**src/rtl/rom_load_sched.sv**
```systemverilog
// ROM download sequencer for the Pleiads core: routes loader bytes into ROM/PROM regions,
// holds the core in reset while loading, and shares the storage port with CPU fetch.
module rom_load_sched #(
  parameter int PROG_BYTES = 16384,
  parameter int BG_BYTES   = 4096,
  parameter int FG_BYTES   = 4096,
  parameter int PROM_BYTES = 512,
  parameter int RESET_HOLD = 16
) (
  input  logic        clk,
  input  logic        reset,
  input  logic        dn_download,
  input  logic        dn_wr,
  input  logic [15:0] dn_addr,
  input  logic [7:0]  dn_data,
  input  logic        cpu_rd,
  input  logic [13:0] cpu_addr,
  output logic [7:0]  cpu_data,
  output logic        cpu_valid,
  output logic        cpu_wait,
  output logic [13:0] rom_addr,
  output logic [7:0]  rom_din,
  output logic        rom_we,
  output logic [1:0]  rom_sel,
  input  logic [7:0]  rom_dout,
  output logic        core_reset,
  output logic        load_done,
  output logic        load_err,
  output logic [15:0] load_sum
);

  localparam int                HOLD_W     = (RESET_HOLD > 1) ? $clog2(RESET_HOLD) : 1;
  localparam logic [HOLD_W-1:0] HOLD_LAST  = HOLD_W'(RESET_HOLD - 1);
  localparam logic [16:0]       BG_BASE    = 17'h04000;
  localparam logic [16:0]       FG_BASE    = 17'h05000;
  localparam logic [16:0]       PROM_BASE  = 17'h06000;
  localparam logic [16:0]       PROM_END   = PROM_BASE + 17'(PROM_BYTES);
  localparam logic [23:0]       LOAD_TOTAL = 24'(PROG_BYTES + BG_BYTES + FG_BYTES + PROM_BYTES);

  typedef enum logic [1:0] {
    ST_IDLE = 2'd0,
    ST_LOAD = 2'd1,
    ST_HOLD = 2'd2,
    ST_RUN  = 2'd3
  } state_t;

  state_t            state_r;
  logic [HOLD_W-1:0] hold_cnt_r;
  logic [23:0]       byte_cnt_r;
  logic              pend_r;
  logic [13:0]       pend_addr_r;
  logic              inflight_r;
  logic [7:0]        cpu_data_hold_r;

  logic [16:0] addr_ext_s;
  logic [13:0] base_s;
  logic [13:0] off_s;
  logic [1:0]  sel_s;
  logic        in_range_s;
  logic        enter_load_s;
  logic        hold_exit_s;
  logic        run_s;
  logic        accept_s;
  logic        want_s;
  logic        issue_s;
  logic [13:0] fetch_addr_s;

  // Region decode; bases are taken mod 2^14 since only the local offset matters.
  always_comb begin
    addr_ext_s = {1'b0, dn_addr};
    sel_s      = 2'd0;
    base_s     = 14'd0;
    in_range_s = 1'b1;
    if (addr_ext_s < BG_BASE) begin
      sel_s  = 2'd0;
      base_s = 14'd0;
    end else if (addr_ext_s < FG_BASE) begin
      sel_s  = 2'd1;
      base_s = BG_BASE[13:0];
    end else if (addr_ext_s < PROM_BASE) begin
      sel_s  = 2'd2;
      base_s = FG_BASE[13:0];
    end else if (addr_ext_s < PROM_END) begin
      sel_s  = 2'd3;
      base_s = PROM_BASE[13:0];
    end else begin
      sel_s      = 2'd0;
      base_s     = 14'd0;
      in_range_s = 1'b0;
    end
    off_s = dn_addr[13:0] - base_s;
  end

  // Fetch arbitration: a download write always owns the port for the next cycle.
  always_comb begin
    enter_load_s = dn_download && ((state_r == ST_IDLE) || (state_r == ST_RUN));
    hold_exit_s  = (state_r == ST_HOLD) && (hold_cnt_r == HOLD_LAST);
    run_s        = (state_r == ST_RUN) && !enter_load_s;
    accept_s     = run_s && cpu_rd && !pend_r && !inflight_r;
    want_s       = run_s && (pend_r || accept_s);
    issue_s      = want_s && !dn_wr;
    fetch_addr_s = pend_r ? pend_addr_r : cpu_addr;
  end

  // Sequencer state, core reset and load statistics.
  always_ff @(posedge clk or posedge reset) begin
    if (reset) begin
      state_r    <= ST_IDLE;
      hold_cnt_r <= '0;
      core_reset <= 1'b1;
      byte_cnt_r <= 24'd0;
      load_sum   <= 16'd0;
      load_err   <= 1'b0;
      load_done  <= 1'b0;
    end else begin
      case (state_r)
        ST_IDLE: begin
          if (dn_download) begin
            state_r <= ST_LOAD;
          end else if (hold_cnt_r == HOLD_LAST) begin
            state_r    <= ST_RUN;
            core_reset <= 1'b0;
          end else begin
            hold_cnt_r <= hold_cnt_r + HOLD_W'(1);
          end
        end
        ST_LOAD: begin
          if (!dn_download) begin
            state_r    <= ST_HOLD;
            hold_cnt_r <= '0;
          end
        end
        ST_HOLD: begin
          if (hold_exit_s) begin
            state_r    <= ST_RUN;
            core_reset <= 1'b0;
          end else begin
            hold_cnt_r <= hold_cnt_r + HOLD_W'(1);
          end
        end
        ST_RUN: begin
          if (dn_download) begin
            state_r    <= ST_LOAD;
            core_reset <= 1'b1;
          end
        end
        default: begin
          state_r    <= ST_IDLE;
          core_reset <= 1'b1;
        end
      endcase

      // A byte written on the very edge that opens a load belongs to the new load.
      if (enter_load_s) begin
        byte_cnt_r <= dn_wr ? 24'd1 : 24'd0;
        load_sum   <= dn_wr ? {8'd0, dn_data} : 16'd0;
        load_err   <= dn_wr && !in_range_s;
        load_done  <= 1'b0;
      end else begin
        if (dn_wr) begin
          byte_cnt_r <= byte_cnt_r + 24'd1;
          load_sum   <= load_sum + {8'd0, dn_data};
        end
        load_err  <= load_err | (dn_wr && !in_range_s) | (hold_exit_s && (byte_cnt_r < LOAD_TOTAL));
        load_done <= load_done | hold_exit_s;
      end
    end
  end

  // Storage port driver.
  always_ff @(posedge clk or posedge reset) begin
    if (reset) begin
      rom_we   <= 1'b0;
      rom_addr <= 14'd0;
      rom_din  <= 8'd0;
      rom_sel  <= 2'd0;
    end else if (dn_wr) begin
      rom_we   <= in_range_s;
      rom_addr <= off_s;
      rom_din  <= dn_data;
      rom_sel  <= sel_s;
    end else if (issue_s) begin
      rom_we   <= 1'b0;
      rom_addr <= fetch_addr_s;
      rom_sel  <= 2'd0;
    end else begin
      rom_we <= 1'b0;
    end
  end

  // Single-entry fetch tracking and return path.
  always_ff @(posedge clk or posedge reset) begin
    if (reset) begin
      pend_r          <= 1'b0;
      pend_addr_r     <= 14'd0;
      inflight_r      <= 1'b0;
      cpu_valid       <= 1'b0;
      cpu_wait        <= 1'b0;
      cpu_data_hold_r <= 8'd0;
    end else begin
      inflight_r <= issue_s;
      cpu_valid  <= inflight_r && run_s;
      cpu_wait   <= want_s && dn_wr;
      if (!run_s || issue_s) begin
        pend_r <= 1'b0;
      end else if (accept_s) begin
        pend_r      <= 1'b1;
        pend_addr_r <= cpu_addr;
      end else begin
        pend_r <= pend_r;
      end
      if (cpu_valid) begin
        cpu_data_hold_r <= rom_dout;
      end
    end
  end

  // Storage read data arrives in the valid cycle itself; the hold register keeps it afterwards.
  assign cpu_data = cpu_valid ? rom_dout : cpu_data_hold_r;

endmodule

```
**config.mk**
```make
export PLATFORM = sky130hd
export DESIGN_NAME = rom_load_sched
export DESIGN_NICKNAME = d
export VERILOG_FILES = /design/src/rtl/rom_load_sched.sv
export SDC_FILE = /design/constraint.sdc
export NUM_CORES = 1
export LEC_CHECK = 0
export BUFFER_PORTS_ARGS = -buffer_cell sky130_fd_sc_hd__buf_2
export CELL_PAD_IN_SITES_DETAIL_PLACEMENT = 1
export CELL_PAD_IN_SITES_GLOBAL_PLACEMENT = 1
export CORE_AREA = 3 3 121 123
export CTS_BUF_LIST = sky130_fd_sc_hd__clkbuf_8 sky130_fd_sc_hd__clkbuf_16
export DETAILED_ROUTE_END_ITERATION = 7
export DIE_AREA = 0 0 124 126
export GPL_ROUTABILITY_DRIVEN = 0
export PLACE_DENSITY = 0.8
export SLEW_MARGIN = 20
export SYNTH_ARGS = -nofsm -noshare
export SYNTH_HDL_FRONTEND = slang
export SYNTH_SLANG_ARGS = --single-unit
export TNS_END_PERCENT = 1
```
**constraint.sdc**
```tcl
create_clock -name clk -period 3.01 [get_ports clk]
set_input_delay 0.602 -clock clk [delete_from_list [all_inputs] [get_ports clk]]
set_output_delay 0.602 -clock clk [all_outputs]
set_load 0.01 [all_outputs]
```
==> results_tabular.tex, run 1 <==
\begin{tabular}{lr}
\hline
Metric & Value \\
\hline
\multicolumn{2}{l}{\textbf{Setup path}} \\
Startpoint type of the worst setup path & flip-flop \\
CP Max Fanout & 21 \\
CP required & $\sim$3.3 ns \\
Type of the setup path with the least slack & flip-flop to flip-flop \\
CP endpoint kind & flip-flop \\
Data arrival time at the worst-slack endpoint & between 2 and 3 ns \\
\multicolumn{2}{l}{\textbf{Synthesis}} \\
Post-synthesis area per instance & between 10 and 15 µm² \\
Number of warnings issued by yosys & 0 \\
Number of synthesized register bits & 100 \\
Primary FF master, synth & sky130\_fd\_sc\_hd\_\_dfrtp\_1 \\
Yosys top cell area share & between 40\% and 50\% \\
Biggest area consumer among synthesized cells & sky130\_fd\_sc\_hd\_\_dfrtp\_1 \\
Largest cells by area after synthesis & sky130\_fd\_sc\_hd\_\_dfrtp\_1, sky130\_fd\_sc\_hd\_\_mux2\_2, sky130\_fd\_sc\_hd\_\_ha\_1, sky130\_fd\_sc\_hd\_\_xor2\_1, sky130\_fd\_sc\_hd\_\_nor2\_1 \\
Syn\_nets & $\sim$570 \\
Syn Std Cell Area & slightly above 5000 µm² \\
Adder and majority cell fraction of the synthesized area & roughly 4.8\% \\
Area share of and/or/nand/nor cells after synthesis & 16.3\% \\
Post-synthesis instance total & 499 \\
Fraction of registers with async set or reset after synthesis & 100\% \\
Proportion of synthesized area in mux cells & 9.83\% \\
Xor and xnor fraction of the mapped netlist area & roughly 5.4\% \\
Compound-cell area share of the yosys netlist & between 10\% and 20\% \\
Main combinational cell family by area after synthesis & simple AND/OR/NAND/NOR gates \\
Distinct cell type count of the synthesized netlist & 56 \\
Number of flops mapped to enable cells by yosys & 0 \\
Post-synthesis sequential area ratio & approximately half \\
\multicolumn{2}{l}{\textbf{Power and ir drop}} \\
Worst IR drop on VDD & about 0.00038 V \\
Areal power density over the cells & 821 nW/µm² \\
Leakage power total & 2.93 nW \\
\multicolumn{2}{l}{\textbf{STA}} \\
Slew of the pin with the lowest slew margin & roughly 0.79 ns \\
Worst setup slack after layout & 0.616 ns \\
Unrepaired setup endpoints after global routing & no \\
Total negative slack & 0 ns \\
Maximum operating frequency & around 420 MHz \\
Final period utilization & 79.5\% \\
Setup violations, final & 0 \\
Worst rel slew slack & 46.9\% \\
Clock tree skew after final layout & 0.00651 ns \\
Min cycle time layout & $\sim$2.4 ns \\
Final-report hold violation count & 0 \\
Final slew viol count & 0 \\
\multicolumn{2}{l}{\textbf{Floorplanning}} \\
IO Count & between 100 and 150 \\
Die Area & between 15000 and 20000 µm² \\
DIE WIDTH & approximately 120 µm \\
Site row count & 43 \\
Core Region & around 14000 µm² \\
DIE HEIGHT & around 130 µm \\
Effective utilization at floorplan & $\sim$37\% \\
\multicolumn{2}{l}{\textbf{Clock network}} \\
Post-cts gate resize count & 0 \\
Number of hold-repair buffers added at the cts stage & 0 \\
Clock input transition at the sequential cells of the worst setup and hold paths & 0.07 ns \\
Post-CTS Setup Inserts & 0 \\
Maximum buffer depth of the clock tree & 2 \\
TritonCTS clock tree & done \\
CTS root buf & sky130\_fd\_sc\_hd\_\_clkbuf\_16 \\
Num CTS Buffers & 9 \\
Sink count of the clock tree & 100 \\
Insertion delay to the later sink of the worst-skew pair & 0.35 ns \\
Number of H-tree levels & 3 \\
\multicolumn{2}{l}{\textbf{Route}} \\
Iteration-0 DRC Markers & about 110 \\
First-pass iteration count of the detailed router & 4 \\
Number of antenna-violating nets in the routed design & 0 \\
Routed Wire Length & about 13 mm \\
Routed len/inst & $\sim$17 µm \\
DRC violations left & 0 \\
Detail-routed via count per cell & 5.17 \\
DR vias & 4078 \\
\multicolumn{2}{l}{\textbf{Placement}} \\
Placed Instances & around 770 \\
Setup WS pre-CTS & approximately 0.56 ns \\
Detailed placement HPWL & 9.73 mm \\
Quantity of I/O buffers inserted on ports & roughly 100 \\
\multicolumn{2}{l}{\textbf{Global routing}} \\
Total routing resource utilization after global routing & about 18\% \\
Wire length of the first global-routing pass & approximately 23 mm \\
Remaining global-route overflow & 0 \\
Number of antenna violations at the first check in global routing & 1 \\
Largest net degree at the start of global routing & 52 \\
Number of global-route vias before repair & around 4500 \\
\multicolumn{2}{l}{\textbf{Final layout}} \\
NumNets Final & just under 700 \\
Area taken by flip-flops and latches & about 2500 µm² \\
Number of filler instances in the final layout & 1645 \\
Ratio of cells with drive above 1 in the final layout & between 20\% and 30\% \\
Area of the multi-input gates & about 2500 µm² \\
Layout area overhead & 20.5\% \\
Final design utilization & between 40\% and 50\% \\
Finished Layout Cells & slightly below 800 \\
\multicolumn{2}{l}{\textbf{Run status}} \\
Status & completed \\
\multicolumn{2}{l}{\textbf{Run}} \\
Number of max-cap violations & 0 \\
\multicolumn{2}{l}{\textbf{Hold path}} \\
Type of the most critical hold path & input port to async pin \\
\hline
\end{tabular}
cell type report:
| class | instances | share of cell area, % |
|---|---|---|
| diodes | 1 | 0.0403 |
| inverters | 16 | 1.03 |
| multi-input cells | 362 | 40.3 |
| repair buffers | 114 | 9.79 |
| flip-flops and latches | 100 | 40.3 |
| clock buffers | 10 | 3.85 |
| well taps | 180 | 3.63 |
| clock inverters | 6 | 1.03 |
layer usage:
metal	vias up	track usage (%)	wire [µm]
met5	-	0	0
met4	0	8.57	407
met3	25	3.37	364
met2	68	30.4	6820
met1	2023	22.4	5720
li1	1962	-	-
critical path, cell delays in order, from the launching register on:
cell                       delay (ns)
sky130_fd_sc_hd__dfrtp_1         0.44
sky130_fd_sc_hd__inv_1           0.12
sky130_fd_sc_hd__ha_1            0.35
sky130_fd_sc_hd__nand2b_1        0.16
sky130_fd_sc_hd__buf_4           0.28
sky130_fd_sc_hd__nand4_2         0.48
sky130_fd_sc_hd__mux2_2          0.45
path summary, 6_finish.rpt:
kind,startpoint,endpoint,slack (ns),cells past startpoint
min in group clk,dn_addr[4],rom_addr[4]$_DFFE_PP0P_,0.46,3
max in group asynchronous,reset,byte_cnt_r[21]$_DFFE_PP0P_,1.89,3
min,reset,load_sum[0]$_DFFE_PP0P_,0.38,2
max reg2reg,state_r[0]$_DFFE_PP0P_,pend_addr_r[12]$_DFFE_PP0P_,0.62,6
min reg2reg,load_done$_DFF_PP0_,load_done$_DFF_PP0_,0.50,2
max,state_r[0]$_DFFE_PP0P_,pend_addr_r[12]$_DFFE_PP0P_,0.62,6
cell usage in the layout (no fill, tap or decap), types with 7 or more instances in the layout:
cell type,count
sky130_fd_sc_hd__nand4_1,8
sky130_fd_sc_hd__buf_2,104
sky130_fd_sc_hd__nor2_1,56
sky130_fd_sc_hd__dfrtp_1,99
sky130_fd_sc_hd__xnor2_1,7
sky130_fd_sc_hd__clkbuf_16,9
sky130_fd_sc_hd__nor3_1,9
sky130_fd_sc_hd__buf_4,9
sky130_fd_sc_hd__mux2i_1,18
sky130_fd_sc_hd__mux2_2,29
sky130_fd_sc_hd__xor2_1,25
sky130_fd_sc_hd__ha_1,18
sky130_fd_sc_hd__nand2_1,39
sky130_fd_sc_hd__o21ai_0,31
sky130_fd_sc_hd__a21oi_1,32
sky130_fd_sc_hd__inv_1,15
sky130_fd_sc_hd__nand3_1,15
registers in the layout, indices dropped and copies added (netlist names):
name,count
cpu_wait,1
core_reset,1
state_r,2
rom_sel,2
cpu_valid,1
cpu_data_hold_r,8
load_sum,16
rom_addr,14
pend_addr_r,14
byte_cnt_r,24
load_err,1
hold_cnt_r,4
rom_din,8
pend_r,1
rom_we,1
inflight_r,1
load_done,1
logic make-up after synthesis:
group,count (synthesis)
adder cells (fa/ha/maj),19
AND/OR/NAND/NOR,164
multiplexers,47
AO/OA/AOI/OAI,100
buffers and inverters,37
flip-flops,100
XOR/XNOR,32
per-stage QoR:
step	total power [mW]	hold slack, ns	instance area (µm²)
after global routing	5.48	0.442	6210
after global placement	3.80	0.477	5910
final	5.10	0.382	6210
after floorplan	3.28	0.458	5160
after CTS	5.17	0.407	6210
after detailed placement	3.94	0.480	5910
power breakdown:
group | switching [mW] | internal, mW
clock | 0.521 | 0.666
combinational | 1.14 | 0.822
sequential | 0.251 | 1.70
cells in the mapped netlist (all sizes together) (4+ instances only):
cell type,instances
and3,6
dfrtp,99
nand4,9
nor2,57
or3,4
a31oi,4
nor4,4
mux2,29
xor2,25
mux2i,18
o211ai,8
ha,18
xnor2,7
a21oi,33
clkbuf,14
buf,7
nand3,20
o21ai,36
nor2b,5
nand2,41
inv,16
nor3,9
Note: power is estimated with default switching activity, not from simulation.
==> run 2: changes to the inputs <==
- ABC_AREA: default -> 1
- CORE_AREA: 3 3 121 123 -> 3 3 127 129
- DIE_AREA: 0 0 124 126 -> 0 0 130 132
- PLACE_DENSITY: 0.8 -> 0.82
- clock period: 3.01 -> 2.11 ns (I/O delays scaled with it)
==> run 2 against run 1 <==
Compared with the run above:
- sequential share of layout area fell by 2.6 points
- highest routed layer unchanged
- hold slack got worse by 0.28 ns
- utilization fell by 1.3 points
- final area rose by 6.8%
- setup slack got worse by 0.43 ns
- non-clock buffer count rose by 3
- die area rose by 9.8%
- combinational power rose by 47%
- final cell count rose by 29%
- maximum frequency rose by 25%
- via count rose by 26%
- global-route usage rose by 0.94 points
==> results_tabular.tex, run 2 <==
\begin{tabular}{lr}
\hline
Metric & Value \\
\hline
\multicolumn{2}{l}{\textbf{Final layout}} \\
NumNets Final & around 900 \\
Flip-flop count of the largest register after layout & 24 \\
Number of filler instances in the final layout & around 1900 \\
Most used cells in the layout excluding fill and tap cells & sky130\_fd\_sc\_hd\_\_nand2\_1, sky130\_fd\_sc\_hd\_\_buf\_2, sky130\_fd\_sc\_hd\_\_dfrtp\_1 \\
Area of the multi-input gates & about 2600 µm² \\
Count of antenna diodes in the layout & 0 \\
Most common cell after layout, fill and taps aside & sky130\_fd\_sc\_hd\_\_nand2\_1 \\
Register with the highest flop count & byte\_cnt\_r \\
Biggest registers after layout & byte\_cnt\_r x24, load\_sum x16 \\
Ratio of cells with drive above 1 in the final layout & 20.6\% \\
Layout area overhead & 19.3\% \\
Area taken by flip-flops and latches & 2500 µm² \\
Finished Cell Area & between 6000 and 7000 µm² \\
\multicolumn{2}{l}{\textbf{Clock network}} \\
Maximum buffer depth of the clock tree & 2 \\
Insertion delay to the later sink of the worst-skew pair & roughly 0.35 ns \\
Sink count of the clock tree & 100 \\
Post-cts gate resize count & 0 \\
Num CTS Buffers & 9 \\
Post-CTS Setup Inserts & 0 \\
CTS root buf & sky130\_fd\_sc\_hd\_\_clkbuf\_16 \\
Number of hold-repair buffers added at the cts stage & 0 \\
Number of H-tree levels & 3 \\
TritonCTS clock tree & done \\
Clock input transition at the sequential cells of the worst setup and hold paths & approximately 0.07 ns \\
\multicolumn{2}{l}{\textbf{Route}} \\
Iteration-0 DRC Markers & around 240 \\
DR vias & approximately 5100 \\
Routed Wire Length & 15.9 mm \\
First-pass iteration count of the detailed router & 4 \\
DRC violations left & 0 \\
Routed len/inst & roughly 16 µm \\
Number of antenna-violating nets in the routed design & 0 \\
Detail-routed via count per cell & just over 5 \\
\multicolumn{2}{l}{\textbf{Power and ir drop}} \\
Leakage power total & about 3.5 nW \\
Worst IR drop on VDD & 0.000544 V \\
Areal power density over the cells & between 1000 and 1500 nW/µm² \\
\multicolumn{2}{l}{\textbf{Floorplanning}} \\
Die Area & $\sim$17000 µm² \\
Site row count & 45 \\
Effective utilization at floorplan & between 30\% and 40\% \\
DIE HEIGHT & approximately 130 µm \\
IO Count & about 110 \\
DIE WIDTH & between 100 and 150 µm \\
Core Region & 15100 µm² \\
\multicolumn{2}{l}{\textbf{Setup path}} \\
CP Cell Sequence & inv\_1 -> ha\_1 -> nor2\_4 -> buf\_4 -> inv\_4 -> nand2\_2 -> inv\_2 -> nand2\_8 -> nor2\_1 -> a21oi\_1 \\
Slowest stage cell, crit path & sky130\_fd\_sc\_hd\_\_dfrtp\_1 \\
Cell family with the largest share of critical-path delay & buffers and inverters \\
Peak per-stage delay on the critical path & $\sim$0.36 ns \\
Type of the setup path with the least slack & flip-flop to flip-flop \\
CP required & between 2 and 2.5 ns \\
Sum of buffers and inverters on the critical path & 4 \\
CP endpoint kind & flip-flop \\
CP Max Fanout & 28 \\
Data arrival time at the worst-slack endpoint & roughly 2.2 ns \\
Startpoint type of the worst setup path & flip-flop \\
\multicolumn{2}{l}{\textbf{Synthesis}} \\
Number of warnings issued by yosys & 0 \\
Most common cell in the netlist & sky130\_fd\_sc\_hd\_\_nand2\_1 \\
Yosys top cell area share & 44.5\% \\
Biggest area consumer among synthesized cells & sky130\_fd\_sc\_hd\_\_dfrtp\_1 \\
Number of synthesized register bits & 100 \\
Largest cells by area after synthesis & sky130\_fd\_sc\_hd\_\_dfrtp\_1, sky130\_fd\_sc\_hd\_\_nand2\_1, sky130\_fd\_sc\_hd\_\_nor2\_1, sky130\_fd\_sc\_hd\_\_inv\_1, sky130\_fd\_sc\_hd\_\_ha\_1 \\
Commonest cells post-synth & sky130\_fd\_sc\_hd\_\_nand2\_1, sky130\_fd\_sc\_hd\_\_dfrtp\_1, sky130\_fd\_sc\_hd\_\_nor2\_1, sky130\_fd\_sc\_hd\_\_inv\_1, sky130\_fd\_sc\_hd\_\_o21ai\_0 \\
Post-synthesis area per instance & between 7 and 8 µm² \\
Fraction of registers with async set or reset after synthesis & 100\% \\
Syn\_nets & about 800 \\
Primary FF master, synth & sky130\_fd\_sc\_hd\_\_dfrtp\_1 \\
Post-synthesis sequential area ratio & roughly 45\% \\
Number of flops mapped to enable cells by yosys & 0 \\
Post-synthesis instance total & $\sim$720 \\
Distinct cell type count of the synthesized netlist & 46 \\
Syn Std Cell Area & 5560 µm² \\
\multicolumn{2}{l}{\textbf{STA}} \\
Slew of the pin with the lowest slew margin & $\sim$0.7 ns \\
Final-report hold violation count & 0 \\
Final period utilization & 91.0\% \\
Total negative slack & 0 ns \\
Worst rel slew slack & between 50\% and 60\% \\
Final slew viol count & 0 \\
Unrepaired setup endpoints after global routing & no \\
Maximum operating frequency & 521 MHz \\
Setup violations, final & 0 \\
Min cycle time layout & around 1.9 ns \\
Clock tree skew after final layout & between 0.005 and 0.006 ns \\
\multicolumn{2}{l}{\textbf{Hold path}} \\
Type of the most critical hold path & input port to async pin \\
\multicolumn{2}{l}{\textbf{Global routing}} \\
Total routing resource utilization after global routing & between 10\% and 20\% \\
Largest net degree at the start of global routing & 44 \\
Remaining global-route overflow & 0 \\
Number of antenna violations at the first check in global routing & 0 \\
Number of global-route vias before repair & around 5400 \\
Wire length of the first global-routing pass & approximately 26 mm \\
\multicolumn{2}{l}{\textbf{Placement}} \\
Detailed placement HPWL & about 12 mm \\
Area after DPL & between 6000 and 7000 µm² \\
Quantity of I/O buffers inserted on ports & roughly 100 \\
\multicolumn{2}{l}{\textbf{Run status}} \\
Status & completed \\
\multicolumn{2}{l}{\textbf{Run}} \\
Number of max-cap violations & 0 \\
\hline
\end{tabular}
-- run 2: cell types whose count changed after synthesis, moves of 7 or more --
cell                       previous run  this run
sky130_fd_sc_hd__nand2_1             39       207
sky130_fd_sc_hd__mux2_2              29         8
sky130_fd_sc_hd__inv_1               16        79
sky130_fd_sc_hd__clkbuf_1            14         7
sky130_fd_sc_hd__xor2_1              25         1
sky130_fd_sc_hd__mux2i_1             18         0
sky130_fd_sc_hd__nand3_1             15        43
sky130_fd_sc_hd__nor2_1              56        82
sky130_fd_sc_hd__o21ai_0             31        44
sky130_fd_sc_hd__o211ai_1             6        16
-- run 2: final cells by class --
class / instances / area share, %
sequential: 100 / 37.7
tap: 188 / 3.55
multi-input combinational: 513 / 39.5
clock inverter: 5 / 0.811
inverter: 85 / 4.94
timing repair buffer: 117 / 9.88
clock buffer: 10 / 3.60
-- run 2: cells by family after synthesis --
logic type      count (synthesis)  synth area share, %
simple gates                  369                 28.7
xor+xnor                        4                0.630
flops                         100                 45.0
fa+ha+maj                      19                 4.41
mux                             8                 1.62
compound gates                113                 11.5
buf+inv                       105                 8.14
-- run 2: metal layers --
metal	global-route usage [%]	vias up	part of all wire, %
met5	0	-	0
met4	6.00	0	1.7
met3	2.96	20	3.0
met2	32.1	89	50
met1	25.1	2488	46
li1	-	2529	-
-- run 2: power breakdown --
group	leakage [nW]	total [mW]	switching, mW	internal [mW]
registers	1.27	2.74	0.327	2.41
clock network	0.148	1.70	0.758	0.943
logic	2.07	2.89	1.80	1.09
-- run 2: path summary, 6_finish.rpt --
path,slack [ns],to,startpoint,cells past startpoint
setup / recovery,0.19,pend_addr_r[5]$_DFFE_PP0P_,state_r[0]$_DFFE_PP0P_,10
hold reg to reg,0.48,rom_din[2]$_DFFE_PP0P_,rom_din[2]$_DFFE_PP0P_,2
setup reg to reg,0.19,pend_addr_r[5]$_DFFE_PP0P_,state_r[0]$_DFFE_PP0P_,10
min in group clk,0.30,rom_addr[10]$_DFFE_PP0P_,dn_addr[10],3
hold / removal,0.10,cpu_data_hold_r[2]$_DFF_PP0_,reset,2
max in group asynchronous,1.40,core_reset$_DFFE_PP1P_,reset,3
-- run 2: metrics by stage --
step	util [%]	hold slack, ns	worst slack [ns]	power [mW]	std cells
floorplan	-	0.459	0.377	4.67	718
detailed placement	41.8	0.462	0.0432	5.64	1003
global route	43.8	0.140	0.0334	7.88	1018
finish	43.8	0.102	0.191	7.33	1018
CTS	43.7	0.120	0.0242	7.38	1018
global placement	41.8	0.459	0.102	5.52	1003
